<file path="src/rtl/frv_lsu_rsp.sv">
// frv_lsu_rsp: matches in-order data memory responses to granted requests,
// aligns/extends load data and hands one completion per request to writeback.
module frv_lsu_rsp #(
    parameter int DEPTH = 2
) (
    input  logic        g_clk,
    input  logic        g_resetn,
    input  logic        req_fire,
    input  logic        req_load,
    input  logic        req_byte,
    input  logic        req_half,
    input  logic        req_word,
    input  logic        req_signed,
    input  logic [1:0]  req_off,
    input  logic        flush,
    input  logic        dmem_recv,
    output logic        dmem_ack,
    input  logic [31:0] dmem_rdata,
    input  logic        dmem_error,
    output logic        wb_valid,
    input  logic        wb_ready,
    output logic [31:0] wb_rdata,
    output logic        wb_load,
    output logic        wb_error,
    output logic        trk_full,
    output logic        busy,
    output logic        rsp_spurious
);

    localparam int PW = (DEPTH > 1) ? $clog2(DEPTH) : 1;
    localparam int CW = $clog2(DEPTH + 1);
    localparam logic [CW-1:0] FULL = CW'(DEPTH);

    typedef struct packed {
        logic       load;
        logic       bw;
        logic       hw;
        logic       ww;
        logic       sgn;
        logic [1:0] off;
        logic       kill;
    } ent_t;

    ent_t          ent_q [DEPTH];
    ent_t          ent_d [DEPTH];
    logic [PW-1:0] rd_ptr_q, rd_ptr_d;
    logic [PW-1:0] wr_ptr_q, wr_ptr_d;
    logic [CW-1:0] count_q, count_d;
    logic          wb_valid_q, wb_valid_d;
    logic [31:0]   wb_rdata_q, wb_rdata_d;
    logic          wb_load_q, wb_load_d;
    logic          wb_error_q, wb_error_d;
    logic          spur_q, spur_d;

    logic          rsp_acc;
    logic          pop;
    logic          push;
    logic          cpl;
    ent_t          hd;
    ent_t          new_ent;
    logic [15:0]   sh;
    logic [31:0]   ld_data;

    function automatic logic [PW-1:0] ptr_inc(input logic [PW-1:0] p);
        if (DEPTH == 1) return '0;
        return p + PW'(1);
    endfunction

    assign dmem_ack = !wb_valid_q || wb_ready;
    assign rsp_acc  = dmem_recv && dmem_ack;
    assign pop      = rsp_acc && (count_q != '0);
    assign push     = req_fire && ((count_q != FULL) || pop);
    assign hd       = ent_q[rd_ptr_q];
    assign cpl      = pop && !hd.kill && !flush;

    assign new_ent = '{load: req_load, bw: req_byte, hw: req_half,
                       ww: req_word, sgn: req_signed, off: req_off,
                       kill: flush};

    // Only the low halfword of the shifted word feeds byte/half results.
    assign sh = 16'(dmem_rdata >> {hd.off, 3'b000});

    always_comb begin
        ld_data = dmem_rdata;
        case (1'b1)
            hd.bw:   ld_data = {{24{hd.sgn & sh[7]}}, sh[7:0]};
            hd.hw:   ld_data = {{16{hd.sgn & sh[15]}}, sh};
            hd.ww:   ld_data = dmem_rdata;
            default: ld_data = dmem_rdata;
        endcase
    end

    always_comb begin
        ent_d = ent_q;
        if (flush) begin
            for (int i = 0; i < DEPTH; i++) ent_d[i].kill = 1'b1;
        end
        if (push) ent_d[wr_ptr_q] = new_ent;
    end

    always_comb begin
        rd_ptr_d = pop  ? ptr_inc(rd_ptr_q) : rd_ptr_q;
        wr_ptr_d = push ? ptr_inc(wr_ptr_q) : wr_ptr_q;
        count_d  = count_q;
        case ({push, pop})
            2'b10:   count_d = count_q + CW'(1);
            2'b01:   count_d = count_q - CW'(1);
            default: count_d = count_q;
        endcase
    end

    always_comb begin
        wb_valid_d = wb_valid_q;
        wb_rdata_d = wb_rdata_q;
        wb_load_d  = wb_load_q;
        wb_error_d = wb_error_q;
        if (flush) begin
            wb_valid_d = 1'b0;
        end else if (cpl) begin
            wb_valid_d = 1'b1;
            wb_load_d  = hd.load;
            wb_error_d = dmem_error;
            wb_rdata_d = (hd.load && !dmem_error) ? ld_data : '0;
        end else if (wb_ready) begin
            wb_valid_d = 1'b0;
        end
        spur_d = rsp_acc && (count_q == '0) && !req_fire;
    end

    always_ff @(posedge g_clk) begin
        if (!g_resetn) begin
            for (int i = 0; i < DEPTH; i++) ent_q[i] <= '0;
            rd_ptr_q   <= '0;
            wr_ptr_q   <= '0;
            count_q    <= '0;
            wb_valid_q <= 1'b0;
            wb_rdata_q <= '0;
            wb_load_q  <= 1'b0;
            wb_error_q <= 1'b0;
            spur_q     <= 1'b0;
        end else begin
            ent_q      <= ent_d;
            rd_ptr_q   <= rd_ptr_d;
            wr_ptr_q   <= wr_ptr_d;
            count_q    <= count_d;
            wb_valid_q <= wb_valid_d;
            wb_rdata_q <= wb_rdata_d;
            wb_load_q  <= wb_load_d;
            wb_error_q <= wb_error_d;
            spur_q     <= spur_d;
        end
    end

    assign wb_valid     = wb_valid_q;
    assign wb_rdata     = wb_rdata_q;
    assign wb_load      = wb_load_q;
    assign wb_error     = wb_error_q;
    assign trk_full     = (count_q == FULL);
    assign busy         = (count_q != '0) || wb_valid_q;
    assign rsp_spurious = spur_q;

endmodule

</file>
<file path="config.mk">
export PLATFORM = sky130hd
export DESIGN_NAME = frv_lsu_rsp
export DESIGN_NICKNAME = d
export VERILOG_FILES = /design/src/rtl/frv_lsu_rsp.sv
export SDC_FILE = /design/constraint.sdc
export NUM_CORES = 1
export LEC_CHECK = 0
export CORE_ASPECT_RATIO = 1.1
export CORE_MARGIN = 2
export CORE_UTILIZATION = 47
export DETAILED_ROUTE_END_ITERATION = 8
export GPL_ROUTABILITY_DRIVEN = 0
export PLACE_DENSITY = 0.8
export SYNTH_ARGS = -nofsm -noshare
export SYNTH_HDL_FRONTEND = slang
export SYNTH_SLANG_ARGS = --single-unit
</file>
<file path="constraint.sdc">
create_clock -name g_clk -period 2.2 [get_ports g_clk]
set_input_delay 0.44 -clock g_clk [delete_from_list [all_inputs] [get_ports g_clk]]
set_output_delay 0.44 -clock g_clk [all_outputs]
set_load 0.05 [all_outputs]
</file>
# Word level (Yosys, flattened, before mapping)
# Index checks and enable logic that the tools add are counted.
# totals
ff_bits,56
output_inout_bits,39
inputBits,46
word_cells,78
# op_classes
n_lt_le_gt_ge,3
addsub,4
n_eq_ne,4
bitwise,6
shift,1
n_reduce_logical,23
mux,15
# op_table
op,count
32-bit two-way mux,3
8-bit two-way mux,4
32-bit by 5-bit >> shifter with 16-bit output,1
16-bit bitwise mux,1
1-bit logical AND,9
9-bit two-way mux,1
8-bit demux with 1-bit select,1
2-bit nonzero test,3
1-bit zero test,5
"2-bit equality test, second input constant",2
"2-bit >= comparator, second input constant",2
1-bit two-way mux,4
1-bit inverter with 2-bit output,2
2-bit case mux with 2 select lines,1
1-bit logical OR,3
"1-bit adder, second input constant",2
"2-bit by 1-bit adder with 2-bit output, second input constant",1
1-bit bitwise AND,2
"2-bit by 1-bit equality test with 1-bit output, second input constant",1
2-bit zero test,1
"2-bit by 1-bit < comparator with 1-bit output, second input constant",1
"2-bit != test, second input constant",1
1-bit inverter,2
2-bit AND reduction,1
other kinds (2),2

# Depth between registers and ports, before layout
# Gate-level depths: netlist of the first run.
# depth
word_depth,9
depth_mapped,8
mapped_depth_nobuf,7

# Least setup slack after synthesis of the first run
# OpenSTA, ideal clock, no wires.
# synth_timing
path_kind,reg2reg
startpoint,"register wb_valid_q, in the netlist wb_valid"
endpoint,"register wb_rdata_q[7], in the netlist wb_rdata[7]"
path_stages_with_launch,9
arrival_ns,1.868
setup_ns,0.132
path_buffers,3
required_ns,2.068
synth_period_minus_slack_ns,2.000
setup_slack_ns,0.200
cell_sequence,dfxtp_1 nor2b_1 or3_1 buf_6 or2_1 buf_6 buf_6 a32oi_1 a21oi_1
# synth_via
elab_chain_len,7
# synth_rtl
element,line,text
"start, declared",49,"logic wb_valid_q, wb_valid_d;"
"start signal, assigned",146,wb_valid_q <= wb_valid_d;
1-bit zero test,69,assign dmem_ack = !wb_valid_q || wb_ready;
1-bit logical OR,69,
1-bit logical AND,70,assign rsp_acc = dmem_recv && dmem_ack;
1-bit logical AND,71,assign pop = rsp_acc && (count_q != '0);
1-bit logical AND (2 in series),74,assign cpl = pop && !hd.kill && !flush;
2-bit AND reduction (no source line),n/a,
"end signal, assigned",147,wb_rdata_q <= wb_rdata_d;
"end, declared",50,"logic [31:0] wb_rdata_q, wb_rdata_d;"
# No other way between the ends.
# A chain may end at the register's enable or synchronous reset.

# Worst setup path after layout of the first run
# layout_timing
startpoint,"register wb_valid_q, in the netlist wb_valid"
endpoint,output port busy
# layout_via
elab_chain_len,1
# layout_rtl
element,line,text
1-bit logical OR,159,assign busy = (count_q != '0) || wb_valid_q;
"end, declared",26,"output logic busy,"
# No other way between the ends.

==> flow_results.org, run 1 <==
** Synthesis
- Leading register cell type out of synthesis :: sky130_fd_sc_hd__dfxtp_1
- After synthesis the cells add up to about 0.0028 mm².
- A synthesized cell averages about 8.7 µm².
- For this run, the register share of the synthesized area comes to roughly two fifths.
- Number of synthesized flops with an enable pin :: 0
- Number of nets in the synthesized netlist :: approximately 370
- After technology mapping, the gate count stands at between 300 and 400.
- During synthesis, Yosys emitted a total of 0 warnings.
- Yosys mapped the design onto 54 distinct sky130hd cell types.
- Flop and latch count out of synthesis :: 54
- Async set or reset register ratio after synthesis :: 0%

** Die
- The die covers between 0.006 and 0.007 mm².
- Floorplan die height :: about 85 µm
- Die Wd :: just under 80 µm
- Initial core utilization :: approximately half
- In this run the core area contains 29 standard-cell rows.
- The region available for standard cell placement spans 0.00577 mm².
- 85 I/O pins were placed.

** Route
- After detailed routing, the met3 layer carries approximately 340 µm of wire.
- The final layout contains routed wiring with a total length of 7170 µm.
- In the final routing, the length of wire on met1 measures slightly above 3000 µm.
- Amount of wire on met2 after detailed routing :: between 3000 and 4000 µm
- The final route contains 2608 vias.
- The highest metal layer carrying signal wires in the routed design is met4.
- Post-route antenna net violation count :: 0
- The first TritonRoute pass finished after 4 iterations.
- After the first detailed-routing iteration, the DRC count stood at 159.
- Final routed wire length divided by cell count :: 14.7 µm
- For this run, design rule violations remaining after detail routing come to 0.
- Dividing the detail-routed via count by the number of cells gives roughly 5.3.

** Min path
- Hold WC Path Type :: flip-flop to flip-flop

** CTS
- The H-tree generated during clock tree synthesis spans 2 levels.
- Insertion delay of the later-clocked pin in the worst-skew pair :: 0.31 ns
- Clock slew at reported path FFs :: about 0.10 ns
- CTS sink count :: 54
- Total CTS buffers :: 5
- Root Buffer :: sky130_fd_sc_hd__clkbuf_8
- For this design, the CTS-stage hold fixing added 0 buffers.
- TritonCTS clock tree :: built
- Buffers added to address setup during post-CTS repair amount to 0.
- Gates resized during post-CTS repair numbered 0.
- Maximum number of buffers from clock root to sink :: 2

** Place
- DP Area :: 0.00382 mm²
- # placed instances :: just under 500
- Port Buffer Count :: 83
- Total half-perimeter wirelength after legalization and detailed placement :: 5450 µm

** Finish
- Summing all non-filler instances in the final layout gives an area of 0.00394 mm².
- Leading cell type in the layout, fill and taps excluded :: sky130_fd_sc_hd__clkdlybuf4s50_1
- Inserted Diodes :: 0
- The finished layout holds around 490 standard cells, fillers aside.
- Share of post-route cells with drive strength above 1 :: 11.9%
- From synthesis to final layout, the design area changed by 40.8%.
- NumNets Final :: about 460
- Most frequent cells in the layout :: 82 x sky130_fd_sc_hd__clkdlybuf4s50_1, 54 x sky130_fd_sc_hd__dfxtp_1, 50 x sky130_fd_sc_hd__nor2_1, 43 x sky130_fd_sc_hd__nand2_1, 26 x sky130_fd_sc_hd__mux2i_1
- Fillers :: 473

** Flow run
- Max-cap viol count :: 0

** STA
- Count of final hold-check violations :: 0
- Highest attainable clock frequency :: between 400 and 500 MHz
- The max-slew violation count was 0.
- Hold WS :: 0.456 ns
- For the final routed database, the setup TNS stands at 0 ns.
- For the final database, setup skew stands at roughly 0.011 ns.
- Final cycle utilization of the critical path :: a little over nine tenths
- Counting I/O delays and the setup requirement, the final critical path takes between 2 and 2.5 ns.
- Number of endpoints failing setup at the final stage :: 0
- At the pin with the least slew margin, the transition time is between 0.5 and 0.6 ns.
- Headroom to the max-slew limit came out at around three fifths.
- Unrepaired setup endpoints after global routing :: false

** Global route
- The initial antenna violation count was 0.
- Global routing consumed, over all layers together, between 20 and 25% of the routing resources.
- Number of global-route vias before repair :: 2654
- Entering global routing, the biggest net connects 29 pins.
- Grt ovf :: 0
- Wire length of the first global-routing pass :: about 12000 µm

** Setup path
- Maximum fanout count along the critical path :: 3
- Worst path required time :: approximately 1.8 ns
- Arrival time reported for the critical path endpoint :: 1.71 ns
- The worst setup path is launched from a flip-flop.
- By startpoint and endpoint, the worst setup path is classified as flip-flop to output port.
- CP Cell Sequence :: or3_1, clkdlybuf4s50_1
- On the critical path, the stage with the largest delay is an instance of sky130_fd_sc_hd__clkdlybuf4s50_1.
- STA classifies the critical path endpoint as an output port.
- Critical Path Max Stage Delay :: 0.71 ns

** Pwr
- IR analysis of the VDD net gives a maximum drop of about 0.64 mV.
- Static Leak :: about 0.0015 µW
- Cell area power density :: roughly 750 mW/mm²

** Run status
- Result of the run :: finished, final reports clean
==> critical path, delay by kind of cell (launching register included) <==
family                 cells  cell delay [ns]
DFF                        1             0.34
buffers and inverters      1             0.71
and+or+nand+nor            1             0.36
==> synthesized netlist by cell type (2+ instances only) <==
cell type | n | area share (%)
sky130_fd_sc_hd__xor2_1 | 2 | 0.63
sky130_fd_sc_hd__a211oi_2 | 2 | 0.90
sky130_fd_sc_hd__mux2_2 | 2 | 0.81
sky130_fd_sc_hd__a2bb2oi_1 | 7 | 2.2
sky130_fd_sc_hd__nor2b_1 | 6 | 1.3
sky130_fd_sc_hd__nand2_1 | 43 | 5.8
sky130_fd_sc_hd__o21a_1 | 3 | 0.81
sky130_fd_sc_hd__a21oi_1 | 12 | 2.1
sky130_fd_sc_hd__mux2i_2 | 2 | 0.98
sky130_fd_sc_hd__nand2b_1 | 4 | 0.90
sky130_fd_sc_hd__nor2_1 | 50 | 6.7
sky130_fd_sc_hd__o22ai_1 | 2 | 0.45
sky130_fd_sc_hd__o31ai_1 | 7 | 1.9
sky130_fd_sc_hd__o21ai_0 | 17 | 3.0
sky130_fd_sc_hd__buf_4 | 3 | 0.81
sky130_fd_sc_hd__a22oi_1 | 7 | 1.9
sky130_fd_sc_hd__a221oi_2 | 7 | 3.8
sky130_fd_sc_hd__mux2i_1 | 26 | 9.3
sky130_fd_sc_hd__buf_6 | 4 | 1.6
sky130_fd_sc_hd__buf_2 | 6 | 1.1
sky130_fd_sc_hd__dfxtp_1 | 54 | 39
sky130_fd_sc_hd__inv_1 | 5 | 0.67
sky130_fd_sc_hd__clkbuf_1 | 5 | 0.67
sky130_fd_sc_hd__or3_1 | 4 | 0.90
sky130_fd_sc_hd__o21ai_1 | 11 | 2.0
sky130_fd_sc_hd__nand3_1 | 2 | 0.36
==> stage by stage <==
| stage | total power, µW | util (%) | setup WS, ns |
|---|---|---|---|
| floorplan | 1910 | - | 0.200 |
| global placement | 2250 | 66.2 | -0.200 |
| detailed placement | 2280 | 66.2 | -0.291 |
| CTS | 2950 | 68.1 | 0.0233 |
| global route | 3110 | 68.2 | 0.00411 |
| finish | 2950 | 68.2 | 0.0466 |
==> state kept, by name (all words and copies together) (netlist names) <==
name and flops:
wb_rdata 32, ent_q 14, count_q 2, rd_ptr_q 1
rsp_spurious 1, wb_error 1, wb_load 1, wb_valid 1
wr_ptr_q 1
==> worst paths after layout <==
kind / start / endpoint / slack [ns] / cells past startpoint
worst max register to register: rd_ptr_q / wb_rdata[15] / 0.24 / 6
worst min register to register: wb_rdata[22] / wb_rdata[22] / 0.46 / 2
worst max-delay path: wb_valid / busy / 0.05 / 2
worst min-delay path: wb_rdata[22] / wb_rdata[22] / 0.46 / 2
==> cell type report <==
class / instances / area [µm²] / share of cell area [%]
clock buffers: 6 / 82.6 / 2.10
repair buffers: 102 / 1050 / 26.6
flip-flops and latches: 54 / 1080 / 27.5
inverters: 6 / 22.5 / 0.572
well taps: 77 / 96.3 / 2.45
multi-input cells: 242 / 1580 / 40.1
clock inverters: 1 / 30.0 / 0.763
==> power by group <==
| group | switching, µW | internal (µW) | total (µW) |
|---|---|---|---|
| clock network | 310 | 364 | 675 |
| logic | 648 | 523 | 1170 |
| registers | 65.9 | 1030 | 1100 |
| total | 1020 | 1920 | 2950 |
==> per-layer routing <==
layer | vias to the layer above | track usage, %
met5 | - | 0
met4 | 0 | 7.95
met3 | 11 | 3.72
met2 | 70 | 41.1
met1 | 1215 | 26.7
li1 | 1312 | -
==> kinds of logic (layout without fill, tap and decap cells) <==
| logic type | after synthesis | after routing | synth area share [%] |
|---|---|---|---|
| buffers and inverters | 25 | 115 | 5.10 |
| muxes | 30 | 30 | 11.1 |
| xor gates and xnor gates | 3 | 3 | 0.940 |
| and+or+nand+nor | 120 | 120 | 20.1 |
| AOI/OAI and AO/OA | 88 | 88 | 23.7 |
| DFF | 54 | 54 | 38.7 |
| adders and majority gates | 1 | 1 | 0.448 |
No activity file was read; power rests on OpenSTA's default activity.
==> run 2, diff against run 1 <==
--- a/config.mk
+++ b/config.mk
@@ -10,7 +10,7 @@
 export CORE_UTILIZATION = 47
 export DETAILED_ROUTE_END_ITERATION = 8
 export GPL_ROUTABILITY_DRIVEN = 0
-export PLACE_DENSITY = 0.8
+export PLACE_DENSITY = 0.82
 export SYNTH_ARGS = -nofsm -noshare
 export SYNTH_HDL_FRONTEND = slang
 export SYNTH_SLANG_ARGS = --single-unit
==> flow_results.org, run 2 (same netlist as run 1, synthesis figures left out) <==
** Run status
- Result of the run :: finished, final reports clean (unchanged)

** Global route
- The global-route total usage across every layer is 22.5% (was 22.6%).
- Number of antenna violations at the first check in global routing :: 0 (unchanged)
- Grt ovf :: 0 (unchanged)
- Busiest metal layer after global routing :: met2 (unchanged)
- The largest net degree at the start of global routing came to 29 (unchanged).
- The met1 capacity usage during global routing is 28.1% (was 26.7%).
- The routing usage on met2 was 39.6% (was 41.1%).
- The routing usage on met3 was 3.72% (unchanged).
- The via count of the first global-routing pass is 2590 (was 2654).
- The global-route wire length before repair is 12000 µm (about the same).

** Setup path
- Worst path required time :: 1.76 ns (about the same)
- CP Cell Sequence :: or3_1, clkdlybuf4s50_1 (unchanged)
- Startpoint class of the critical path :: flip-flop (unchanged)
- The cell at the slowest stage of the critical path is sky130_fd_sc_hd__clkdlybuf4s50_1 (unchanged).
- Critical Path Max Stage Delay :: 0.70 ns (was 0.71 ns)
- The type of the setup path with the least slack was flip-flop to output port (unchanged).
- The critical path capture point type was an output port (unchanged).
- The arrival time at the worst endpoint came to 1.71 ns (about the same).
- Maximum fanout count along the critical path :: 3 (unchanged)
- Reg-to-reg setup timing slack :: 0.21 ns (was 0.24 ns)

** Route
- The routed via count divided by cell count is 5.43 (was 5.34).
- The number of design rule violations left after detail routing was 0 (unchanged).
- Wire length reported by the detailed router :: 7380 µm (was 7170 µm)
- The via count was 2666 (was 2608).
- The detail-routed net length per standard cell came to 15.0 µm (was 14.7 µm).
- The detailed-routing iteration count for the pre-antenna-repair pass was 4 (unchanged).
- Post-route antenna net violation count :: 0 (unchanged)
- The first-iteration detailed-routing DRC count came to 123 (was 159).

** Finish
- Final standard cell count with taps included and fillers excluded :: 491 (was 488)
- The number of flip-flops in the largest register was 32 (unchanged).
- Leading cell type in the layout, fill and taps excluded :: sky130_fd_sc_hd__clkdlybuf4s50_1 (unchanged)
- Most frequent cells in the layout: 82 x sky130_fd_sc_hd__clkdlybuf4s50_1, 54 x sky130_fd_sc_hd__dfxtp_1, 50 x sky130_fd_sc_hd__nor2_1, 43 x sky130_fd_sc_hd__nand2_1, 26 x sky130_fd_sc_hd__mux2i_1 (unchanged).
- The area growth from synthesis to layout is 41.1% (was 40.8%).
- Share of post-route cells with drive strength above 1 :: 12.6% (was 11.9%)
- NumNets Final :: 460 (was 458)
- The number of filler cells placed in the layout was 469 (was 473).
- The number of diodes added for antenna fixing came to 0 (unchanged).

** CTS
- The maximum number of buffers from clock root to sink is 2 (unchanged).
- The count of H-tree levels built during CTS was 2 (unchanged).
- The clock net sink count came to 54 (unchanged).
- The buffer cell driving the clock tree root is sky130_fd_sc_hd__clkbuf_8 (unchanged).
- TritonCTS clock tree :: built (unchanged)
- Insertion delay of the later-clocked pin in the worst-skew pair :: 0.30 ns (was 0.31 ns)
- Total CTS buffers :: 5 (unchanged)
- The clock input transition at the sequential cells of the worst setup and hold paths is 0.10 ns (about the same).
- The number of hold-repair buffers added at the cts stage was 0 (unchanged).

** Die
- Area of the die :: 0.00658 mm² (unchanged)
- The horizontal die dimension came to 77.5 µm (unchanged).
- Standard-cell rows :: 29 (unchanged)
- The die boundary height was 84.9 µm (unchanged).
- CORE AREA :: 0.00577 mm² (unchanged)
- Initial core utilization :: 48.4% (unchanged)
- I/O pin count :: 85 (unchanged)

** STA
- The actual transition at the worst max-transition pin came to 0.772 ns (was 0.576 ns).
- The period utilization was 97.5% (was 97.9%).
- Worst clock skew :: 0.00879 ns (was 0.0109 ns)
- The final period demand of the worst path is 2.15 ns (about the same).
- Relative slew margins :: 48.6% (was 60.5%)
- Number of endpoints failing setup at the final stage :: 0 (unchanged)
- Unrepaired setup endpoints after global routing: false (unchanged).
- Count of final max-slew check failures :: 0 (unchanged)
- Count of final hold-check violations :: 0 (unchanged)
- Highest attainable clock frequency :: 466 MHz (was 464 MHz)
- The final setup slack of the worst path came to 0.0541 ns (was 0.0466 ns).

** Place
- Pre-CTS setup slack :: -0.280 ns (was -0.291 ns)
- The count of buffers from port buffering is 83 (unchanged).
- # placed instances :: 483 (was 481)
- The HPWL reported at the end of detailed placement came to 5580 µm (was 5450 µm).

** Pwr
- Max rail drop VDD :: 0.635 mV (was 0.636 mV)
- The standby leakage power is 0.00151 µW (was 0.00150 µW).
- Cell area power density :: 728 mW/mm² (was 749 mW/mm²)

** Min path
- Hold WC Path Type :: flip-flop to flip-flop (unchanged)

** Flow run
- The max-cap violation count came to 0 (unchanged).
run 2: path summary, 6_finish.rpt:
kind | to | from | cells past startpoint
setup / recovery | busy | wb_valid | 2
hold / removal | wb_rdata[28] | wb_rdata[28] | 2
setup reg to reg | wb_rdata[9] | rd_ptr_q | 6
hold reg to reg | wb_rdata[28] | wb_rdata[28] | 2
run 2: routing by layer:
| metal | wire [µm] | vias up |
|---|---|---|
| li1 | - | 1320 |
| met1 | 3280 | 1252 |
| met2 | 3680 | 80 |
| met3 | 296 | 14 |
| met4 | 129 | 0 |
| met5 | 0 | - |
run 2: critical path: cells and delay by family (launching register included):
family        cells  cell delay [ns]
simple gates      1             0.36
buf+inv           1             0.70
flops             1             0.34
run 2: per-stage QoR:
step | TNS [ns] | cell area, µm² | util [%] | total power (µW) | hold WS (ns)
global route | 0 | 3950 | 68.4 | 3030 | 0.469
finish | 0 | 3950 | 68.4 | 2870 | 0.450
floorplan | 0 | 2800 | - | 1910 | 0.453
detailed placement | -7.35 | 3820 | 66.2 | 2250 | 0.439
CTS | 0 | 3930 | 68.0 | 2850 | 0.452
global placement | -5.96 | 3820 | 66.2 | 2220 | 0.435
run 2: area by class of cell:
type | count | area (µm²) | share of cell area (%)
inverters | 6 | 22.5 | 0.571
clock buffers | 7 | 96.3 | 2.44
multi-input cells | 242 | 1590 | 40.3
well taps | 77 | 96.3 | 2.44
repair buffers | 104 | 1050 | 26.6
flip-flops and latches | 54 | 1080 | 27.4
clock inverters | 1 | 8.76 | 0.222
run 2: what timing repair did:
action,CTS,global route
hold endpoints to repair,0,0
buffers inserted,0,0
endpoints found under the setup margin,0,8
gates resized for setup,0,3
run 2: where the power goes:
| part | total [µW] | internal (µW) | switching (µW) |
|---|---|---|---|
| clock | 609 | 289 | 320 |
| sequential | 1120 | 1030 | 80.4 |
| combinational | 1150 | 506 | 642 |
| total | 2870 | 1830 | 1040 |
